### config.mk
export PLATFORM = sky130hd
export DESIGN_NAME = pkg_fft_output_run_ctrl
export DESIGN_NICKNAME = d
export VERILOG_FILES = /design/src/rtl/pkg_fft_output_run_ctrl.sv
export SDC_FILE = /design/constraint.sdc
export NUM_CORES = 1
export LEC_CHECK = 0
export ABC_CLOCK_PERIOD_IN_PS = 3300
export BUFFER_PORTS_ARGS = -buffer_cell sky130_fd_sc_hd__buf_2
export CAP_MARGIN = 0
export CORE_ASPECT_RATIO = 0.75
export CORE_MARGIN = 2
export CORE_UTILIZATION = 51
export CTS_BUF_LIST = sky130_fd_sc_hd__clkbuf_16
export DETAILED_ROUTE_END_ITERATION = 8
export PLACE_DENSITY = 0.83
export SYNTH_ARGS = -nofsm -noshare
export SYNTH_HDL_FRONTEND = slang
export SYNTH_SLANG_ARGS = --single-unit
### constraint.sdc
create_clock -name clock -period 3.3 [get_ports clock]
set_clock_uncertainty 0.2 [all_clocks]
set_input_delay 0.99 -clock clock [delete_from_list [all_inputs] [get_ports clock]]
set_output_delay 0.99 -clock clock [all_outputs]
set_load 0.01 [all_outputs]
### src/rtl/pkg_fft_output_run_ctrl.sv
// Run controller for the pkg_fft_output HLS core (ap_ctrl_hs handshake).
// Relaunches the core while enabled and recovers it from AXIS stalls via a core-local reset.
module pkg_fft_output_run_ctrl #(
    parameter int NUM_AXIS   = 1,
    parameter int CNT_W      = 16,
    parameter int RST_CYCLES = 8
) (
    input  logic                clock,
    input  logic                reset,
    input  logic                enable,
    input  logic [CNT_W-1:0]    stall_limit,
    input  logic                stall_clear,
    input  logic [NUM_AXIS-1:0] axis_block,
    input  logic                core_ap_ready,
    input  logic                core_ap_done,
    input  logic                core_ap_idle,
    output logic                core_ap_start,
    output logic                core_rst,
    output logic                busy,
    output logic                stall_flag,
    output logic [NUM_AXIS-1:0] stall_axis,
    output logic [7:0]          restart_count
);

    typedef enum logic [2:0] {
        S_IDLE,
        S_START,
        S_RUN,
        S_STALL,
        S_CORE_RST,
        S_DRAIN
    } state_t;

    localparam int RC_W = (RST_CYCLES > 1) ? $clog2(RST_CYCLES) : 1;
    localparam logic [RC_W-1:0] RST_LAST = RC_W'(RST_CYCLES - 1);

    state_t              state_reg, state_next;
    logic [CNT_W-1:0]    stall_cnt_reg, stall_cnt_next;
    logic [RC_W-1:0]     rst_cnt_reg, rst_cnt_next;
    logic                stall_flag_reg;
    logic [NUM_AXIS-1:0] stall_axis_reg, stall_axis_next;
    logic [7:0]          restart_count_reg;

    logic               any_block;
    logic [CNT_W:0]     cnt_plus1;
    logic               trip;

    assign any_block = |axis_block;
    assign cnt_plus1 = {1'b0, stall_cnt_reg} + (CNT_W + 1)'(1);
    // Trip on the stall_limit-th consecutive blocked cycle; a zero limit disables the watchdog.
    assign trip = (state_reg == S_RUN) && any_block && (stall_limit != '0) &&
                  (cnt_plus1 >= {1'b0, stall_limit});

    always_comb begin
        state_next     = state_reg;
        stall_cnt_next = '0;
        rst_cnt_next   = '0;
        case (state_reg)
            S_IDLE: begin
                if (enable)
                    state_next = S_START;
            end
            S_START: begin
                if (core_ap_ready) begin
                    if (core_ap_done)
                        state_next = enable ? S_START : S_IDLE;
                    else
                        state_next = S_RUN;
                end
            end
            S_RUN: begin
                if (any_block)
                    stall_cnt_next = (&stall_cnt_reg) ? stall_cnt_reg
                                                      : stall_cnt_reg + CNT_W'(1);
                if (trip)
                    state_next = S_STALL;
                else if (core_ap_done)
                    state_next = enable ? S_START : S_IDLE;
            end
            S_STALL: begin
                state_next = S_CORE_RST;
            end
            S_CORE_RST: begin
                if (rst_cnt_reg == RST_LAST)
                    state_next = S_DRAIN;
                else
                    rst_cnt_next = rst_cnt_reg + RC_W'(1);
            end
            S_DRAIN: begin
                if (core_ap_idle)
                    state_next = enable ? S_START : S_IDLE;
            end
            default: begin
                state_next = S_IDLE;
            end
        endcase
    end

    // The trip snapshot is protected from stall_clear until the STALL cycle has passed.
    genvar gi;
    generate
        for (gi = 0; gi < NUM_AXIS; gi++) begin : g_axis
            always_comb begin
                stall_axis_next[gi] = stall_axis_reg[gi];
                if (trip)
                    stall_axis_next[gi] = axis_block[gi];
                else if (stall_clear && (state_reg != S_STALL))
                    stall_axis_next[gi] = 1'b0;
            end
        end
    endgenerate

    always_ff @(posedge clock) begin
        if (reset) begin
            state_reg         <= S_IDLE;
            stall_cnt_reg     <= '0;
            rst_cnt_reg       <= '0;
            stall_flag_reg    <= 1'b0;
            stall_axis_reg    <= '0;
            restart_count_reg <= 8'd0;
        end else begin
            state_reg      <= state_next;
            stall_cnt_reg  <= stall_cnt_next;
            rst_cnt_reg    <= rst_cnt_next;
            stall_axis_reg <= stall_axis_next;
            if (state_reg == S_STALL)
                stall_flag_reg <= 1'b1;
            else if (stall_clear)
                stall_flag_reg <= 1'b0;
            if ((state_reg == S_STALL) && (restart_count_reg != 8'hFF))
                restart_count_reg <= restart_count_reg + 8'd1;
        end
    end

    assign core_ap_start = (state_reg == S_START);
    assign core_rst      = (state_reg == S_CORE_RST);
    assign busy          = (state_reg != S_IDLE);
    assign stall_flag    = stall_flag_reg;
    assign stall_axis    = stall_axis_reg;
    assign restart_count = restart_count_reg;

endmodule
# Word level (Yosys, flattened, before mapping)
# Index checks and enable logic that the tools add are counted.
[op_classes] magnitude_cmp=1 eq_ne=13 add_sub_neg=4 muxes=13 bitwise_logic=3 n_reduce_logical=14
[op_table] operator="$mux W3" count=6
[op_table] operator="$pmux W3 S6" count=1
[op_table] operator="$add A16 B1 Y17 const B" count=1
[op_table] operator="$ge A17 B16 Y1" count=1
[op_table] operator="$add A16 B1 Y16 const B" count=1
[op_table] operator="$reduce_and A16 Y1" count=1
[op_table] operator="$reduce_bool A16 Y1" count=1
[op_table] operator="$eq A3 B3 Y1 const B" count=3
[op_table] operator="$add A8 B1 Y8 const B" count=1
[op_table] operator="$ne A8 B8 Y1 const B" count=1
[op_table] operator="$eq A3 B2 Y1 const B" count=2
[op_table] operator="$ne A2 B2 Y1 const B" count=3
[op_table] operator="$reduce_or A3 Y1" count=2
[op_table] operator="$logic_and A1 B1 Y1" count=5
[op_table] operator="$mux W1" count=5
[op_table] operator="$reduce_and A5 Y1" count=1
[op_table] operator="$reduce_bool A2 Y1" count=2
[op_table] operator="$add A3 B1 Y3 const B" count=1
[op_table] operator="$eq A3 B1 Y1 const B" count=1
[op_table] operator="$logic_not A3 Y1" count=1
[op_table] operator="$ne A3 B2 Y1 const B" count=1
[op_table] operator="$ne A3 B3 Y1 const B" count=1
[op_table] operator="$not A1 Y1" count=3
[op_table] operator="$reduce_bool A3 Y1" count=1
[op_table] operator="other kinds (2)" count=2
[totals] word_cells=54 output_inout_bits=13 in_bits=24 regBits=32

# Logic depth before layout (Yosys ltp)
[depth] word_depth=6 ltp_mapped=13

# Worst setup path before layout
# OpenSTA, ideal clock, no wires.
[synth_timing] path_kind="register -> register" start="reg stall_cnt_reg[0]" end="reg state_reg[1]" period_less_slack_ns=2.872 arrival_time_ns=2.598 n_path_buf=0 setup_slack_ns=0.428 stages_incl_launch_ff=14 required_time_ns=3.026 path_cell_list="dfxtp_1 > ha_1 > nand3_1 > nor3_4 > nand2_1 > nor2_1 > xor2_1 > ha_1 > nand4_1 > nor2_1 > a221oi_1 > nand2_1 > or3_1 > a31oi_1"
[synth_between] elab_chain_len=5
[synth_rtl] element="from (decl)" line_no="38" source="logic [CNT_W-1:0] stall_cnt_reg, stall_cnt_next;"
[synth_rtl] element="from (signal assigned)" line_no="123" source="stall_cnt_reg <= stall_cnt_next;"
[synth_rtl] element="$add A16 B1 Y17 (*)" line_no="49" source="assign cnt_plus1 = {1'b0, stall_cnt_reg} + (CNT_W + 1)'(1);"
[synth_rtl] element="net cnt_plus1[12]" line_no="45" source="logic [CNT_W:0] cnt_plus1;"
[synth_rtl] element="$ge A17 B16 Y1 (*)" line_no="52" source="(cnt_plus1 >= {1'b0, stall_limit});"
[synth_rtl] element="$logic_and A1 B1 Y1 (*)" line_no="51" source="assign trip = (state_reg == S_RUN) && any_block && (stall_limit != '0) &&"
[synth_rtl] element="$ne A3 B3 Y1 (no line) / $mux W3 (equally long branches)"
[synth_rtl] element="$reduce_and A5 Y1 (no line) / $pmux W3 S6 (equally long branches)"
[synth_rtl] element="to (signal assigned)" line_no="122" source="state_reg <= state_next;"
[synth_rtl] element="to (decl)" line_no="37" source="state_t state_reg, state_next;"
# The timed path passes the listed nets; every way through them passes the cells marked *.
# A chain may end at the register's enable or synchronous reset.

# Worst setup path after layout
# Same ends and word-level chain as after synthesis.

==> qor.yml <==
floorplanning:
  io_pins: 37
  initial_core_util: 0.5239
  die_w_um: 77.82
  design.die.area_um2: 4620
  die_h_um: 59.37
  coreArea_um2: 3979
  rows: 20
worst_hold_path:
  holdPathStages: 1
  hold_path_startpoint: "rst_cnt_reg[0]$_SDFF_PP0_"
  hold_path.class: "register to register"
global_routing:
  antenna_found_initial: 0
  gr-total-overflow: 0
  grt_pass1_vias: 1642
  grt_pass1_wl_um: 7596
  globalRouteTotalUtil: 0.2094
  grt_max_degree: 18
logic_synthesis:
  synth-edff-count: 0
  synth_top_family_by_area: "simple AND/OR/NAND/NOR gates"
  syn_avg_cell_area_um2: 8.543
  yosysWarningCount: 0
  synth_fp_nets: 288
  synth_simple_gate_area_frac: 0.2329
  yosys.cell_types.count: 46
  synthArstFlopShare: 0
  muxShareOfSynthArea: 0.03061
  synth_xor_xnor_area_share: 0.08403
  synth_top_flop_cell: "dfxtp_1"
  ys_ff_latch: 32
  syn_area_um2: 2084
  synth-compound-area-share: 0.1561
  synth_cells: 244
  synthAdderAreaFrac: 0.1200
  ys_seq_area_frac: 0.3073
clocking:
  cts_made_buffers: 5
  clk_pin_slew_worst_paths_ps: 50
  cts_max_level: 2
  cts_tree: "yes"
  clk_latency_ps: 270
  cts_buffer_depth: 2
  clock_sinks: 32
  ctsHoldBuffers: 0
  cts-root-buf: "clkbuf_16"
placement:
  place_inst: 328
  io_buffers: 36
  dp_hpwl_um: 3447
  dpl_worst_slack_ps: 225.3
  globalplace.congestion: 0.8511
power:
  power_mw: 0.8880
  power_density_nw_per_um2: 361.7
  ir_worst_vdd_mv: 0.2055
  p_leak_nw: 1.167
worst_setup_path:
  worst-path-buf-inv: 0
  crit_end: "state_reg[1]$_SDFFE_PP0P_"
  cp_slowest_stage_delay_ps: 350
  cp_num_cells: 13
  crit_path_frequent_cell: "nand2_1"
  worstPathCellList: "ha_2 -> nand3_2 -> nor3_4 -> nand2_1 -> nor2_2 -> xor2_1 -> ha_1 -> nand4_1 -> nor2_1 -> a221oi_2 -> nand2_1 -> or3_1 -> a31oi_1"
  slowest_stage: "dfxtp_1"
  rrSetupSlack_ps: 220
  r2r_cells: 13
  crit_start: "stall_cnt_reg[0]$_SDFFE_PP0N_"
  crit_type: "register to register"
  regToRegStartpoint: "stall_cnt_reg[0]$_SDFFE_PP0N_"
  worstReg2RegEnd: "state_reg[1]$_SDFFE_PP0P_"
  arrival_ps: 3070
  worstSetupStartpointType: "register"
  crit_fanout: 7
  path_delay_family: "simple AND/OR/NAND/NOR gates"
  endpoint_kind: "register"
  cp.required_ps: 3300
detailed_routing:
  vias: 1835
  drt_wl_total_um: 4537
  antenna_left: 0
  drcViolationCount: 0
  wl_per_cell_um: 13.46
  drtPass1Iterations: 4
  drtIter0Drc: 104
  drt-vias-per-instance: 5.445
sta:
  setup_ws_ps: 221.6
  hold_violations: 0
  whs_ps: 254.2
  worstMarginPinSlew_ps: 563.2
  relSlewSlack: 0.6246
  max_freq_mhz: 324.8
  fin_setup_tns_ps: 0
  fin_crit_sh: 0.9329
  fin_crit_ps: 3078
  finalSetupViolCount: 0
  slew_violations: 0
layout:
  n_antenna_cell: 0
  largest_reg_flops: 16
  seq_area_um2: 641.9
  syn_to_final_growth_pct: 17.77
  fin_nets: 326
  drive_above_1_share: 0.2518
  fill_cells: 331
  layout.cells.non_filler: 337
  multi_input_area_um2: 1324
job:
  cap_violations: 0
status:
  outcome: "complete, no violations"
-- how the worst min path moves through the flow --
stage / slack, ps / to
floorplan: 210 / rst_cnt_reg[0]$_SDFF_PP0_
global placement: 220 / rst_cnt_reg[0]$_SDFF_PP0_
detailed placement: 250 / rst_cnt_reg[0]$_SDFF_PP0_
CTS: 260 / rst_cnt_reg[0]$_SDFF_PP0_
global route: 290 / stall_flag$_SDFFE_PP0P_
finish: 250 / rst_cnt_reg[0]$_SDFF_PP0_
-- metrics by stage --
step / utilization / area, um^2
final: 0.6170 / 2455
after global routing: 0.6170 / 2455
after CTS: 0.6069 / 2415
after detailed placement: 0.5733 / 2281
after global placement: 0.5733 / 2281
after floorplan: - / 2085
-- synthesized netlist by cell type (all sizes together), types with 2 or more instances --
cell / n / area share
a211oi: 2 / 0.0072
a21oi: 16 / 0.038
a31oi: 2 / 0.013
and2: 2 / 0.0060
and3: 3 / 0.0096
and4: 5 / 0.022
buf: 4 / 0.012
clkbuf: 4 / 0.017
dfxtp: 32 / 0.31
ha: 20 / 0.12
inv: 21 / 0.038
mux2: 3 / 0.016
mux2i: 3 / 0.014
nand2: 15 / 0.027
nand2b: 2 / 0.0060
nand3: 14 / 0.040
nand4: 8 / 0.031
nor2: 29 / 0.052
nor3: 4 / 0.015
nor4: 5 / 0.015
o21ai: 7 / 0.017
o21ba: 8 / 0.038
o311ai: 2 / 0.0084
or3: 3 / 0.0090
xnor2: 10 / 0.042
xor2: 10 / 0.042
-- cell families (layout without fill, tap and decap cells) --
family,count (synthesis),count (layout)
AND/OR/NAND/NOR,90,90
AO/OA/AOI/OAI,46,46
flip-flops,32,32
buffers and inverters,30,68
adder cells (fa/ha/maj),20,20
XOR/XNOR,20,20
multiplexers,6,6
-- power breakdown --
part	internal [mW]	switching [mW]	leakage [nW]
clock	0.269	0.143	0.0709
sequential	0.391	0.00763	0.259
combinational	0.0355	0.0421	0.838
total	0.696	0.192	1.17
-- cell usage in the layout (no fill, tap or decap), types with 2 or more instances in the layout --
master	instances
mux2i_1	3
buf_2	36
inv_1	21
nor4_1	5
dfxtp_1	31
a21oi_1	16
o21ba_2	8
nor2_1	28
o21ai_0	6
a211oi_1	2
nand2b_1	2
or3_1	3
buf_4	3
nand4_1	7
and4_1	4
and2_1	2
and3_1	2
xnor2_1	9
clkbuf_16	5
mux2_2	3
clkinv_2	2
nor3_1	3
nand2_1	15
o311ai_1	2
nand3_1	12
ha_1	19
xor2_1	10
-- layout make-up --
type	instances	area share
Sequential cell	32	0.2615
Inverter	22	0.03415
Tap cell	55	0.02803
Clock buffer	5	0.05097
Timing Repair Buffer	39	0.08257
Clock inverter	2	0.003568
Multi-Input combinational cell	182	0.5392
-- repair_timing --
action | 4_1_cts | 5_1_grt
gates resized for setup | 0 | 8
buffers inserted | 0 | 2
endpoints found under the setup margin | 0 | 4
-- per-layer routing --
layer / track usage / vias up / share of wire
met3: 0.03659 / 0 / 0.078
met4: 0.05357 / 0 / 0
met5: 0 / - / 0
met2: 0.3374 / 64 / 0.45
li1: - / 935 / -
met1: 0.2940 / 836 / 0.47
Power figures use the tool's default switching activity.
